File: src/rtl/reg_alu_seq.sv
// -----------------------------------------------------------------------------
// reg_alu_seq
//   Command sequencer for the register-file/ALU datapath. LOAD (immediate ->
//   register) and ALU (rA op rB -> rDst) commands are queued in a small FIFO.
//   The sequencer retires them one at a time by driving the datapath's
//   sel/wr/op and address lines, and it records ALU carries in a sticky flag.
//
//   Parameters
//     QDEPTH  command FIFO entries (power of two, 2..16)
//     DW      datapath word width
//
//   Ports
//     clk           rising-edge clock
//     reset         synchronous, active-low reset
//     cmd_valid     command offered
//     cmd_ready     FIFO can accept a command (not full)
//     cmd_kind      0 = LOAD immediate, 1 = ALU op
//     cmd_op        ALU op code (ignored for LOAD)
//     cmd_a/cmd_b   source register addresses
//     cmd_dst       destination register address
//     cmd_imm       immediate data for LOAD
//     dp_sel        0 = write d_in, 1 = write ALU result
//     dp_wr         register-file write strobe
//     dp_op         ALU op
//     dp_rd_addr_a  read port A address
//     dp_rd_addr_b  read port B address
//     dp_wr_addr    write address
//     dp_d_in       immediate data
//     dp_alu_cout   combinational ALU carry-out from the datapath
//     busy          sequencer active or commands queued
//     done          one-cycle pulse per retired command
//     carry_flag    sticky OR of ALU carries since reset/clear
//     carry_clr     clears carry_flag (a simultaneous set wins)
//     retired_cnt   (RETIRE_CNT_EN only) count of retired commands, wraps
//
//   Optional feature: define RETIRE_CNT_EN to add the retired_cnt output.
// -----------------------------------------------------------------------------
module reg_alu_seq #(
    parameter int QDEPTH = 4,
    parameter int DW     = 16
) (
    input  logic          clk,
    input  logic          reset,
    input  logic          cmd_valid,
    output logic          cmd_ready,
    input  logic          cmd_kind,
    input  logic [1:0]    cmd_op,
    input  logic [2:0]    cmd_a,
    input  logic [2:0]    cmd_b,
    input  logic [2:0]    cmd_dst,
    input  logic [DW-1:0] cmd_imm,
    output logic          dp_sel,
    output logic          dp_wr,
    output logic [1:0]    dp_op,
    output logic [2:0]    dp_rd_addr_a,
    output logic [2:0]    dp_rd_addr_b,
    output logic [2:0]    dp_wr_addr,
    output logic [DW-1:0] dp_d_in,
    input  logic          dp_alu_cout,
    output logic          busy,
    output logic          done,
    output logic          carry_flag,
    input  logic          carry_clr
`ifdef RETIRE_CNT_EN
    ,
    output logic [15:0]   retired_cnt
`endif
);

    localparam int            AW       = $clog2(QDEPTH);
    localparam logic [AW:0]   FULL_CNT = (AW + 1)'(QDEPTH);

    typedef struct packed {
        logic          kind;
        logic [1:0]    op;
        logic [2:0]    a;
        logic [2:0]    b;
        logic [2:0]    dst;
        logic [DW-1:0] imm;
    } cmd_t;

    typedef enum logic [1:0] {
        IDLE  = 2'd0,
        EXEC  = 2'd1,
        WRITE = 2'd2
    } state_t;

    state_t state_q, state_d;

    // ---------------------------------------------------------------------
    // Command FIFO
    // ---------------------------------------------------------------------
    cmd_t          fifo_mem [QDEPTH];
    logic [AW-1:0] wr_ptr, rd_ptr;
    logic [AW:0]   count;
    cmd_t          new_cmd, head_cmd, cmd_q, cur_cmd;
    logic          push, pop;

    assign new_cmd   = '{kind: cmd_kind, op: cmd_op, a: cmd_a, b: cmd_b,
                         dst: cmd_dst, imm: cmd_imm};
    assign head_cmd  = fifo_mem[rd_ptr];
    assign cmd_ready = (count != FULL_CNT);
    assign push      = cmd_valid && cmd_ready;
    // The sequencer only takes a new command from IDLE, so at most one
    // command is in flight and consecutive writes are always separated.
    assign pop       = (state_q == IDLE) && (count != '0);

    // NOTE: sequential state is updated with non-blocking assignments only, so
    // every flop samples the pre-edge values regardless of block ordering.
    always_ff @(posedge clk) begin
        if (!reset) begin
            wr_ptr <= '0;
            rd_ptr <= '0;
            count  <= '0;
        end else begin
            // Pointers are exactly log2(QDEPTH) wide, so +1 wraps modulo depth.
            if (push) wr_ptr <= wr_ptr + 1'b1;
            if (pop)  rd_ptr <= rd_ptr + 1'b1;
            case ({push, pop})
                2'b10:   count <= count + 1'b1;
                2'b01:   count <= count - 1'b1;
                default: count <= count;
            endcase
        end
    end

    // NOTE: the storage array has no reset; an entry is only ever read after
    // count says it was written, so clearing it would add logic for nothing.
    always_ff @(posedge clk) begin
        if (push) fifo_mem[wr_ptr] <= new_cmd;
    end

    // Command register holds the in-flight command through EXEC/WRITE.
    always_ff @(posedge clk) begin
        if (!reset)   cmd_q <= '0;
        else if (pop) cmd_q <= head_cmd;
    end

    // Command the datapath will see next cycle: the head being popped, or the
    // command already in flight.
    assign cur_cmd = pop ? head_cmd : cmd_q;

    // ---------------------------------------------------------------------
    // FSM: state register
    // ---------------------------------------------------------------------
    always_ff @(posedge clk) begin
        if (!reset) state_q <= IDLE;
        else        state_q <= state_d;
    end

    // ---------------------------------------------------------------------
    // FSM: next-state logic
    // ---------------------------------------------------------------------
    always_comb begin
        state_d = state_q;
        case (state_q)
            IDLE:    if (pop) state_d = head_cmd.kind ? EXEC : WRITE;
            EXEC:    state_d = WRITE;
            WRITE:   state_d = IDLE;
            default: state_d = IDLE;
        endcase
    end

    // ---------------------------------------------------------------------
    // FSM: output logic. Datapath controls are registered, so the values for
    // the next cycle are derived from the next state.
    // ---------------------------------------------------------------------
    logic          sel_d, wr_d;
    logic [1:0]    op_d;
    logic [2:0]    rd_a_d, rd_b_d, wr_addr_d;
    logic [DW-1:0] d_in_d;

    // NOTE: every output of this block gets a default first (hold or zero),
    // so no path leaves it unassigned and no latch is inferred.
    always_comb begin
        sel_d     = dp_sel;
        wr_d      = 1'b0;
        op_d      = dp_op;
        rd_a_d    = dp_rd_addr_a;
        rd_b_d    = dp_rd_addr_b;
        wr_addr_d = dp_wr_addr;
        d_in_d    = dp_d_in;
        case (state_d)
            EXEC: begin
                // Present operands one cycle ahead of the write so the
                // register-file read and ALU result settle first.
                rd_a_d    = cur_cmd.a;
                rd_b_d    = cur_cmd.b;
                op_d      = cur_cmd.op;
                wr_addr_d = cur_cmd.dst;
                sel_d     = 1'b1;
            end
            WRITE: begin
                wr_d      = 1'b1;
                sel_d     = cur_cmd.kind;
                wr_addr_d = cur_cmd.dst;
                // LOAD has no EXEC phase; ALU keeps the EXEC operands and
                // leaves d_in at its previous value.
                if (!cur_cmd.kind) d_in_d = cur_cmd.imm;
            end
            default: ;
        endcase
    end

    logic carry_set;
    assign carry_set = (state_q == WRITE) && cmd_q.kind && dp_alu_cout;

    always_ff @(posedge clk) begin
        if (!reset) begin
            dp_sel       <= 1'b0;
            dp_wr        <= 1'b0;
            dp_op        <= '0;
            dp_rd_addr_a <= '0;
            dp_rd_addr_b <= '0;
            dp_wr_addr   <= '0;
            dp_d_in      <= '0;
            done         <= 1'b0;
            carry_flag   <= 1'b0;
        end else begin
            dp_sel       <= sel_d;
            dp_wr        <= wr_d;
            dp_op        <= op_d;
            dp_rd_addr_a <= rd_a_d;
            dp_rd_addr_b <= rd_b_d;
            dp_wr_addr   <= wr_addr_d;
            dp_d_in      <= d_in_d;
            done         <= (state_q == WRITE);
            // A carry arriving in the same cycle as a clear takes priority.
            if (carry_set)      carry_flag <= 1'b1;
            else if (carry_clr) carry_flag <= 1'b0;
        end
    end

    assign busy = (state_q != IDLE) || (count != '0);

`ifdef RETIRE_CNT_EN
    always_ff @(posedge clk) begin
        if (!reset)    retired_cnt <= '0;
        else if (done) retired_cnt <= retired_cnt + 16'd1;
    end
`endif

endmodule

File: config.mk
export PLATFORM = sky130hd
export DESIGN_NAME = reg_alu_seq
export DESIGN_NICKNAME = d
export VERILOG_FILES = /design/src/rtl/reg_alu_seq.sv
export SDC_FILE = /design/constraint.sdc
export NUM_CORES = 1
export LEC_CHECK = 0
export ABC_AREA = 0
export CAP_MARGIN = 20
export CORE_ASPECT_RATIO = 1.25
export CORE_MARGIN = 3
export CORE_UTILIZATION = 55
export CTS_BUF_LIST = sky130_fd_sc_hd__clkbuf_8
export DETAILED_ROUTE_END_ITERATION = 10
export PLACE_DENSITY = 0.74
export SYNTH_ARGS = -nofsm -noshare
export SYNTH_HDL_FRONTEND = slang
export SYNTH_SLANG_ARGS = --single-unit
export TNS_END_PERCENT = 5
File: constraint.sdc
create_clock -name clk -period 3.7 [get_ports clk]
set_clock_uncertainty 0.2 [all_clocks]
set_input_delay 0.74 -clock clk [delete_from_list [all_inputs] [get_ports clk]]
set_output_delay 0.74 -clock clk [all_outputs]
set_load 0.02 [all_outputs]
## Yosys cells after proc, flatten, opt, wreduce, memory -nomap -nowiden

Memory sizes are Yosys's and may differ from the RTL's. A register that Yosys moved wholly into a read port is not among the register bits.
Cells that the tools add are included.
W data, S select, Z words.

- Memories kept: 1
- Memory bits (writable): 112
- Output and inout port bits: 33
- Logic and storage cells: 58
- Register bits after elaboration: 68

Memory list:

| name | words | width | rd ports | clocked after memory_dff | wr ports | RTL line | text |
|---|---|---|---|---|---|---|---|
| fifo_mem | 4 | 28 | 1 | 1 | 1 | 93 | `cmd_t fifo_mem [QDEPTH];` |

- Bitwise operators: 1
- Add/sub/neg operators: 4
- Multiplexer cells: 13
- Eq/ne operators: 7
- Reductions and logical operators: 13

Operators with widths:

| cell | count |
|---|---|
| $mux W28 | 1 |
| $mux W2 | 4 |
| $reduce_bool A2 Y1 | 4 |
| $eq A2 B1 Y1 const B | 3 |
| $eq A2 B2 Y1 const B | 3 |
| $pmux W3 S2 | 1 |
| $mux W1 | 5 |
| $add A2 B1 Y2 const B | 2 |
| $logic_and A1 B1 Y1 | 4 |
| $pmux W2 S2 | 1 |
| $add A3 B1 Y3 const B | 1 |
| $ne A3 B3 Y1 const B | 1 |
| $reduce_bool A3 Y1 | 1 |
| $sub A3 B1 Y3 const B | 1 |
| $logic_not A2 Y1 | 1 |
| $pmux W1 S2 | 1 |
| $reduce_and A2 Y1 | 1 |
| $reduce_or A2 Y1 | 1 |
| $logic_or A1 B1 Y1 | 1 |
| $not A1 Y1 | 1 |

## Logic depth before layout (Yosys ltp)

Gate-level depths: netlist of run 1.

- Depth after elaboration: 6
- Gate-level depth with buffers: 11
- Depth with buffers taken out: 9

## Worst setup path after synthesis of run 1

OpenSTA, ideal clock, no wires.

- Path kind: register to register
- Start: register with a tool-made name
- End: register dp_d_in[10]
- Setup time: 0.066 ns
- Arrival time: 2.543 ns
- Cell stages (with the launch flop): 12
- Path buffers: 3
- Setup slack: 0.890 ns
- Cells stage by stage: dfxtp_1 > buf_6 > mux4_2 > and3_1 > buf_6 > inv_1 > ha_1 > inv_1 > a211oi_1 > buf_2 > o31ai_1 > a21oi_2

RTL lines:

| element | RTL line | text |
|---|---|---|
| end signal: assignment | 226 | `dp_d_in <= d_in_d;` |
| end: declaration | 58 | `output logic [DW-1:0] dp_d_in,` |

## Worst setup path in the final report of run 1

- Start: register count[0]
- End: output busy

- Cells in the longest elaborated chain, start to end: 2

Ends and longest elaborated chain:

| element | RTL line | text |
|---|---|---|
| start: declaration | 95 | `logic [AW:0] count;` |
| start signal: assignment | 120 | `2'b10: count <= count + 1'b1;` |
| start signal: assignment | 121 | `2'b01: count <= count - 1'b1;` |
| start signal: assignment | 122 | `default: count <= count;` |
| $reduce_bool A3 Y1 | 234 | `assign busy = (state_q != IDLE) \|\| (count != '0);` |
| $logic_or A1 B1 Y1 | 234 |  |
| end: declaration | 60 | `output logic busy,` |

Every way passes these cells.

==> impl_metrics.py, run 1 <==
metrics = {
    "global_routing": {
        "first_global_vias": 3787,
        "grt_remaining_overflow": 0,
        "antenna_found_initial": 0,
        "track_usage_pct": 19.5,
        "grt_first_pass_wirelength_um": 20100,
        "grt_max_degree": 42,
    },
    "synthesis": {
        "avgSynthCellArea_um2": 16.9,
        "synth_most_common_cell": "edfxtp_1",
        "ys_ff_latch": 182,
        "synth_area_um2": 6810,
        "synth_commonest_cells": "112 x edfxtp_1, 70 x dfxtp_1, 26 x nor2b_1",
        "synthDistinctLibCells": 37,
        "synth_nets": 445,
        "async_reset_ff_share_pct": 0,
        "seq_area_frac_synth_pct": 69.9,
        "synthCells": 404,
        "yosysWarnings": 0,
        "synth-edff-count": 112,
        "synth_top_area_share_pct": 49.4,
        "synth_area_leaders": "edfxtp_1 49%, dfxtp_1 21%, mux4_2 6.9%, mux2i_1 3.5%, mux4_1 2.7%",
        "yosysTopAreaCell": "edfxtp_1",
        "synth-main-ff-cell": "edfxtp_1",
    },
    "layout": {
        "diodes": 0,
        "syn_to_final_growth_pct": 18.7,
        "fin_area_um2": 8090,
        "drive_gt1_share_pct": 16.1,
        "final_nets": 520,
    },
    "drt": {
        "avgRoutedWirePerCell_um": 19.0,
        "route.vias.total": 3567,
        "drt_first_pass_iters": 4,
        "drt_wl_total_um": 12400,
        "postRouteAntennaNets": 0,
        "drtIter0Drc": 164,
        "drc": 0,
        "avgViaCountPerCell": 5.46,
    },
    "sta": {
        "max_slew_margin_pct": 62.4,
        "hold_violations": 0,
        "timing.final.crit_period_ns": 2.86,
        "finalSetupTns_ns": 0,
        "setup_viol": 0,
        "finalCritPeriodShare_pct": 77.2,
        "slew_violations": 0,
        "clock.fmax_ghz": 0.350,
        "rsz0062_at_grt": "no",
        "worstMarginPinSlew_ns": 0.564,
    },
    "clock_network": {
        "cts_hold_buf": 0,
        "root_buffer": "clkbuf_8",
        "post_cts_buffers": 0,
        "cts_tree": "built",
        "clk_path_buf_depth": 2,
        "cts_inserted_buffers": 17,
        "worstSkewPairLatency_ns": 0.44,
        "cts_max_level": 4,
        "cts_resized": 0,
        "cts.sinks": 182,
        "clk_pin_slew_ns": 0.09,
    },
    "critical_path": {
        "reg2regPathDepth": 9,
        "crit_arrival_ns": 1.92,
        "critPathCaptureType": "primary output",
        "start_kind": "flop",
        "worst-setup-path-type": "reg -> out",
        "critPathMaxFanout": 5,
        "cp.required_ns": 2.76,
    },
    "power": {
        "share_seq_of_total_power_pct": 42.6,
        "clkPwrFrac_pct": 22.9,
        "internal_power_w": 0.00434,
        "cellLeakagePower_nw": 2.82,
        "switchingPower_w": 0.00206,
        "p_comb_share_pct": 34.5,
        "switching_share_pct": 32.2,
        "vdd_ir_drop_max_mv": 0.502,
        "power_density_nw_per_um2": 791,
    },
    "floorplanning": {
        "pin_count": 66,
        "row_count": 44,
        "start_util_pct": 57.6,
        "die-area_um2": 13800,
        "core_area_um2": 11800,
        "die_y_um": 130,
        "die_w_um": 106,
    },
    "hold_path": {
        "whs_path_depth": 2,
        "hp-class": "reg -> reg",
    },
    "run": {
        "drv_cap": 0,
    },
    "run_status": {
        "status": "completed",
    },
    "place": {
        "portBuffers": 65,
        "dpl.hpwl_um": 7450,
        "gp_congestion": 0.741,
        "place_area_um2": 7640,
    },
}
-- power by group through the flow --
stage	Clock [W]	Combinational [W]	Sequential [W]
after CTS	0.00149	0.00224	0.00273
after global routing	0.00158	0.00242	0.00277
after detailed placement	0	0.00224	0.00277
after floorplan	0	0.00148	0.00285
after global placement	0	0.00216	0.00276
final	0.00146	0.00221	0.00273
-- flip-flops by register name (all words and copies together), names as in the netlist, named ones only --
| name | count |
|---|---|
| dp_sel | 1 |
| state_q | 2 |
| dp_rd_addr_a | 3 |
| dp_wr_addr | 3 |
| fifo_mem | 112 |
| carry_flag | 1 |
| wr_ptr | 2 |
| dp_d_in | 16 |
| cmd_q | 28 |
| dp_rd_addr_b | 3 |
| dp_wr | 1 |
| count | 3 |
| rd_ptr | 2 |
| dp_op | 2 |
| done | 1 |
-- per-layer routing --
metal	wire [um]	part of all wire, %	vias to the layer above	GRT usage (%)
met5	0	0	-	0
met4	80	0.64	0	4.34
met3	524	4.2	6	5.90
met2	6560	53	71	33.6
met1	5250	42	1805	24.8
li1	-	-	1685	-
-- cells in the final DEF (no fill, tap or decap), types with 7 or more instances in the layout --
master,count
edfxtp_1,112
dfxtp_1,69
clkdlybuf4s50_1,64
nor2b_1,26
mux2i_1,24
mux4_2,21
clkbuf_8,17
a21oi_1,16
o31ai_1,16
o21ai_0,14
and2_1,13
inv_1,12
buf_4,11
a21oi_2,10
mux4_1,7
ha_1,7
-- worst max-delay path, cell delays in order (launching register included) --
cell,delay (ns)
dfxtp_1,0.35
nor3_1,0.45
nand2_1,0.11
clkdlybuf4s50_1,0.57
-- kinds of logic after synthesis --
logic type               Yosys count  share of synthesized area [%]
buffers and inverters             31                           2.22
AO/OA/AOI/OAI                     65                           6.61
AND/OR/NAND/NOR                   58                           5.36
adder cells (fa/ha/maj)            8                           1.58
flip-flops                       182                           69.9
multiplexers                      55                           13.7
XOR/XNOR                           5                          0.643
-- final cells by class --
class	instances	area [um2]
sequential	182	4770
clock buffer	17	234
multi-input combinational	191	1900
clock inverter	15	214
inverter	11	41.3
timing repair buffer	76	728
tap	161	201
fill	847	3750
-- per-stage QoR --
step                      util [%]  hold slack [ns]  power (W)  setup slack [ns]  cells
after floorplan                  -            0.276    0.00433             0.890    404
after CTS                     68.3            0.324    0.00647             0.801    653
final                         68.3            0.319    0.00640             0.844    653
after detailed placement      64.5            0.303    0.00501             0.667    621
after global routing          68.3            0.358    0.00677             0.735    653
after global placement        64.5            0.294    0.00492             0.777    621
-- path summary, 6_finish.rpt --
| kind | from | slack (ns) | to |
|---|---|---|---|
| worst max-delay path | count[0] | 0.84 | busy |
| worst min-delay path | cmd_q[26] | 0.32 | cmd_q[26] |
| worst max register to register | count[2] | 1.03 | count[2] |
| worst min register to register | cmd_q[26] | 0.32 | cmd_q[26] |
(Power assumes the default switching activity.)
==> run 2, diff against run 1 <==
- CORE_UTILIZATION: 55 -> 53
- PLACE_DENSITY: 0.74 -> 0.75
- clock period: 3.7 -> 2.6 ns (I/O delays scaled with it)
==> run 2 against run 1 <==
Compared with the run above: clock-buffer cell count rose by 2; critical path depth rose by 6; clock power rose by 32%; register-to-register slack got worse by 0.92 ns; largest power group unchanged.
==> impl_metrics.py, run 2 (synthesis results as in run 1) <==
metrics = {
    "run_status": {
        "status": "completed",
    },
    "clock_network": {
        "post_cts_buffers": 0,
        "root_buffer": "clkbuf_8",
        "cts_max_level": 4,
        "clk_path_buf_depth": 2,
        "clk_pin_slew_ns": 0.09,
        "worstSkewPairLatency_ns": 0.43,
        "cts.sinks": 182,
        "cts_tree": "built",
        "cts_inserted_buffers": 17,
        "cts_hold_buf": 0,
    },
    "layout": {
        "fillers": 827,
        "diodes": 0,
        "largest_register_ffs": 112,
        "multiInputGateArea_um2": 1910,
        "layout_common_cells": "112 x edfxtp_1, 67 x dfxtp_1, 62 x clkdlybuf4s50_1",
        "largest-register": "fifo_mem",
        "drive_gt1_share_pct": 18.3,
        "fin_area_um2": 8210,
        "fin_cells": 662,
        "reg.largest.list": "fifo_mem: 112 flops, cmd_q: 28 flops, dp_d_in: 16 flops",
        "final_nets": 526,
        "syn_to_final_growth_pct": 20.5,
        "final_common_cell": "edfxtp_1",
        "regArea_um2": 4770,
    },
    "power": {
        "power_density_nw_per_um2": 1110,
        "p_total_w": 0.00913,
        "vdd_ir_drop_max_mv": 0.522,
        "cellLeakagePower_nw": 2.87,
    },
    "sta": {
        "worstMarginPinSlew_ns": 0.564,
        "finalCritPeriodShare_pct": 95.9,
        "holdWs_ns": 0.318,
        "setup_viol": 0,
        "max_slew_margin_pct": 62.4,
        "hold_violations": 0,
        "timing.final.crit_period_ns": 2.49,
        "clock.fmax_ghz": 0.401,
        "finalSetupTns_ns": 0,
        "slew_violations": 0,
        "rsz0062_at_grt": "no",
    },
    "critical_path": {
        "cp.required_ns": 2.75,
        "path_common_cell": "inv_1",
        "crit_arrival_ns": 2.64,
        "slowest_delay_ns": 0.39,
        "crit_chain": "or3b_1, and2_1, inv_1, ha_1, inv_1, fa_1, xor2_1, or3_1, a21boi_0",
        "slowest_stage": "or3b_1",
        "critPathMaxFanout": 5,
        "start_kind": "flop",
        "worst-setup-path-type": "reg -> reg",
        "critPathCaptureType": "flop",
    },
    "drt": {
        "drt_wl_total_um": 12700,
        "route.vias.total": 3630,
        "postRouteAntennaNets": 0,
        "drc": 0,
        "avgRoutedWirePerCell_um": 19.2,
        "drt_first_pass_iters": 4,
        "drtIter0Drc": 157,
        "avgViaCountPerCell": 5.48,
    },
    "global_routing": {
        "grt_first_pass_wirelength_um": 20400,
        "track_usage_pct": 19.0,
        "first_global_vias": 3894,
        "antenna_found_initial": 0,
        "grt_remaining_overflow": 0,
        "grt_max_degree": 41,
    },
    "floorplanning": {
        "die_y_um": 133,
        "row_count": 45,
        "core_area_um2": 12300,
        "pin_count": 66,
        "die_w_um": 107,
        "die-area_um2": 14300,
        "start_util_pct": 55.3,
    },
    "place": {
        "place_area_um2": 7780,
        "portBuffers": 65,
        "gp_congestion": 0.765,
        "place_inst": 630,
        "dpl.hpwl_um": 7640,
    },
    "hold_path": {
        "hp-class": "reg -> reg",
    },
    "run": {
        "drv_cap": 0,
    },
}
run 2: cell count changes in the layout (fill, tap and decap cells not counted), sizes merged:
cell and delta:
bufinv -2, dlymetal6s2s +1, buf +6, clkinv +4, inv -1, dlygate4sd2 +1
clkbuf +2, clkdlybuf4s50 -2, clkinvlp -3
run 2: worst paths after layout:
path | from | end | slack, ns | cells past startpoint
worst max-delay path | count[0] | count[2] | 0.11 | 9
worst max register to register | count[0] | count[2] | 0.11 | 9
worst min register to register | wr_ptr[1] | wr_ptr[1] | 0.32 | 2
worst min-delay path | wr_ptr[1] | wr_ptr[1] | 0.32 | 2
run 2: area by class of cell:
cell class / count / share of cell area (%)
Timing Repair Buffer: 82 / 10.5
Multi-Input combinational cell: 191 / 23.3
Inverter: 11 / 0.503
Clock buffer: 19 / 3.19
Sequential cell: 182 / 58.1
Tap cell: 164 / 2.50
Clock inverter: 13 / 1.92
run 2: where the power goes:
part,switching (W),leakage (nW),total [W],internal [W]
clock,0.000933,0.210,0.00193,0.000998
combinational,0.00182,1.06,0.00330,0.00149
sequential,0.000229,1.60,0.00390,0.00367
total,0.00298,2.87,0.00913,0.00615
run 2: critical path: cells and delay by family, from the launching register on:
family / cells / cell delay, ns
simple gates: 3 / 0.87
flops: 1 / 0.36
buf+inv: 2 / 0.12
xor+xnor: 1 / 0.16
compound gates: 1 / 0.17
fa+ha+maj: 2 / 0.53
run 2: timing repair:
action | 4_1_cts | 5_1_grt
pin swaps | 0 | 1
endpoints found under the setup margin | 2 | 12
resized for setup | 2 | 5
run 2: through the flow:
stage / setup slack, ns / util (%)
CTS: 0.0473 / 66.5
finish: 0.106 / 66.6
global placement: 0.00401 / 63.1
detailed placement: -0.0626 / 63.1
floorplan: -0.0306 / -
global route: 0.00613 / 66.6
run 2: routing by layer:
layer,share of wire (%),GRT usage [%],vias to the layer above,routed length [um]
met1,42,23.9,1844,5330
li1,-,-,1702,-
met3,4.1,4.44,14,522
met5,0,0,-,0
met2,53,32.7,70,6680
met4,1.2,5.61,0,148
==> run 3, diff against run 2 <==
- CORE_MARGIN: 3 -> default
==> run 3 against run 2 <==
Compared with the run above: via count rose by 0.94%; wire length fell by 0.88%; critical path depth did not move; clock power rose by 5%; cell count rose by 0.76%; first-iteration DRC count rose by 25%; final area rose by 0.56%; die area fell by 6.6%; largest cell class unchanged; non-clock buffer count rose by 5; sequential share of layout area fell by 0.36 points.
==> impl_metrics.py, run 3 (synthesis results as in run 1) <==
metrics = {
    "critical_path": {
        "cp.required_ns": 2.77,
        "crit_arrival_ns": 2.69,
        "critPathCaptureType": "flop",
        "critPathMaxFanout": 5,
        "start_kind": "flop",
        "worst-setup-path-type": "reg -> reg",
    },
    "sta": {
        "setup_viol": 0,
        "timing.final.crit_period_ns": 2.52,
        "worstMarginPinSlew_ns": 0.560,
        "finalCritPeriodShare_pct": 96.8,
        "slew_violations": 0,
        "rsz0062_at_grt": "no",
        "holdWs_ns": 0.316,
        "clock.fmax_ghz": 0.397,
        "max_slew_margin_pct": 62.7,
        "hold_violations": 0,
    },
    "drt": {
        "drt_wl_total_um": 12600,
        "avgRoutedWirePerCell_um": 18.8,
        "drc": 0,
        "drtIter0Drc": 196,
        "route.vias.total": 3664,
        "postRouteAntennaNets": 0,
        "avgViaCountPerCell": 5.49,
        "drt_first_pass_iters": 4,
    },
    "run": {
        "drv_cap": 0,
    },
    "clock_network": {
        "clk_path_buf_depth": 2,
        "cts_tree": "built",
        "cts.sinks": 182,
        "cts_inserted_buffers": 17,
        "cts_max_level": 4,
        "worstSkewPairLatency_ns": 0.45,
        "cts_hold_buf": 0,
        "clk_pin_slew_ns": 0.09,
        "root_buffer": "clkbuf_8",
    },
    "floorplanning": {
        "die_y_um": 129,
        "row_count": 45,
        "pin_count": 66,
        "die-area_um2": 13300,
        "core_area_um2": 12300,
        "start_util_pct": 55.3,
        "die_w_um": 103,
    },
    "global_routing": {
        "grt_max_degree": 29,
        "first_global_vias": 3817,
        "grt_remaining_overflow": 0,
        "grt_first_pass_wirelength_um": 20200,
        "track_usage_pct": 21.2,
        "antenna_found_initial": 0,
    },
    "place": {
        "dpl.hpwl_um": 7430,
        "portBuffers": 65,
        "place_inst": 632,
        "gp_congestion": 0.717,
    },
    "run_status": {
        "status": "completed",
    },
    "layout": {
        "fin_cells": 667,
        "syn_to_final_growth_pct": 21.2,
        "largest_register_ffs": 112,
        "final_core_util_pct": 67.0,
        "drive_gt1_share_pct": 18.5,
        "fillers": 851,
        "final_common_cell": "edfxtp_1",
        "final_nets": 531,
        "largest-register": "fifo_mem",
        "reg.largest.list": "fifo_mem: 112 flops, cmd_q: 28 flops, dp_d_in: 16 flops",
        "layout_common_cells": "112 x edfxtp_1, 69 x dfxtp_1, 62 x clkdlybuf4s50_1",
        "diodes": 0,
    },
    "power": {
        "vdd_ir_drop_max_mv": 0.569,
        "cellLeakagePower_nw": 2.90,
        "power_density_nw_per_um2": 1120,
    },
    "hold_path": {
        "hp-class": "reg -> reg",
    },
}
==> run 3: changes by cell type in the layout (fill, tap and decap cells not counted), moves of 2 or more <==
| cell | before | now |
|---|---|---|
| dfxtp_1 | 67 | 69 |
| dfxtp_2 | 3 | 1 |
| inv_6 | 0 | 3 |
| clkbuf_8 | 19 | 17 |
| buf_4 | 10 | 15 |
==> run 3: worst paths after layout <==
| kind | from | endpoint | slack [ns] | cells after the start |
|---|---|---|---|---|
| setup / recovery | count[2] | count[2] | 0.08 | 9 |
| hold / removal | wr_ptr[1] | wr_ptr[1] | 0.32 | 2 |
| setup reg to reg | count[2] | count[2] | 0.08 | 9 |
| hold reg to reg | wr_ptr[1] | wr_ptr[1] | 0.32 | 2 |
==> run 3: cell type report <==
type / instances / area (um2) / share of cell area, %
clock buffers: 17 / 234 / 2.83
repair buffers: 87 / 901 / 10.9
multi-input cells: 191 / 1910 / 23.1
flip-flops and latches: 182 / 4770 / 57.7
inverters: 11 / 41.3 / 0.500
well taps: 164 / 205 / 2.49
clock inverters: 15 / 201 / 2.44
==> run 3: layer usage <==
metal	GRT usage, %	vias to the layer above	share of wire (%)
met5	0	-	0
met4	8.62	0	1.6
li1	-	1701	-
met2	35.0	93	52
met1	27.2	1853	42
met3	4.78	17	4.5
==> run 3: what timing repair did <==
| action | 4_1_cts | 5_1_grt |
|---|---|---|
| setup buffers | 0 | 2 |
| pin swaps | 0 | 1 |
| cloned | 0 | 1 |
| gates resized for setup | 2 | 1 |
| hold endpoints to repair | 0 | 0 |
| endpoints found under the setup margin | 2 | 16 |
==> run 3: through the flow <==
stage | area, um2 | worst slack, ns | TNS [ns] | total power [W]
global placement | 7780 | -0.00918 | -0.00918 | 0.00717
CTS | 8210 | 0.0549 | 0 | 0.00929
finish | 8260 | 0.0832 | 0 | 0.00924
floorplan | 6830 | -0.0306 | -0.294 | 0.00618
global route | 8260 | 0.00508 | 0 | 0.00974
detailed placement | 7780 | -0.0802 | -0.0802 | 0.00728
==> run 3: worst max-delay path: stages, from the launching register on <==
cell,delay [ns]
dfxtp_1,0.38
or3b_1,0.38
and2_1,0.18
inv_1,0.08
ha_1,0.17
inv_1,0.06
fa_1,0.37
xor2_1,0.16
or3_1,0.30
a21boi_0,0.17
==> run 3: report_power, final <==
group / internal [W] / total [W] / switching [W]
combinational: 0.00152 / 0.00334 / 0.00181
sequential: 0.00366 / 0.00388 / 0.000215
clock: 0.00105 / 0.00202 / 0.000966
total: 0.00624 / 0.00924 / 0.00299
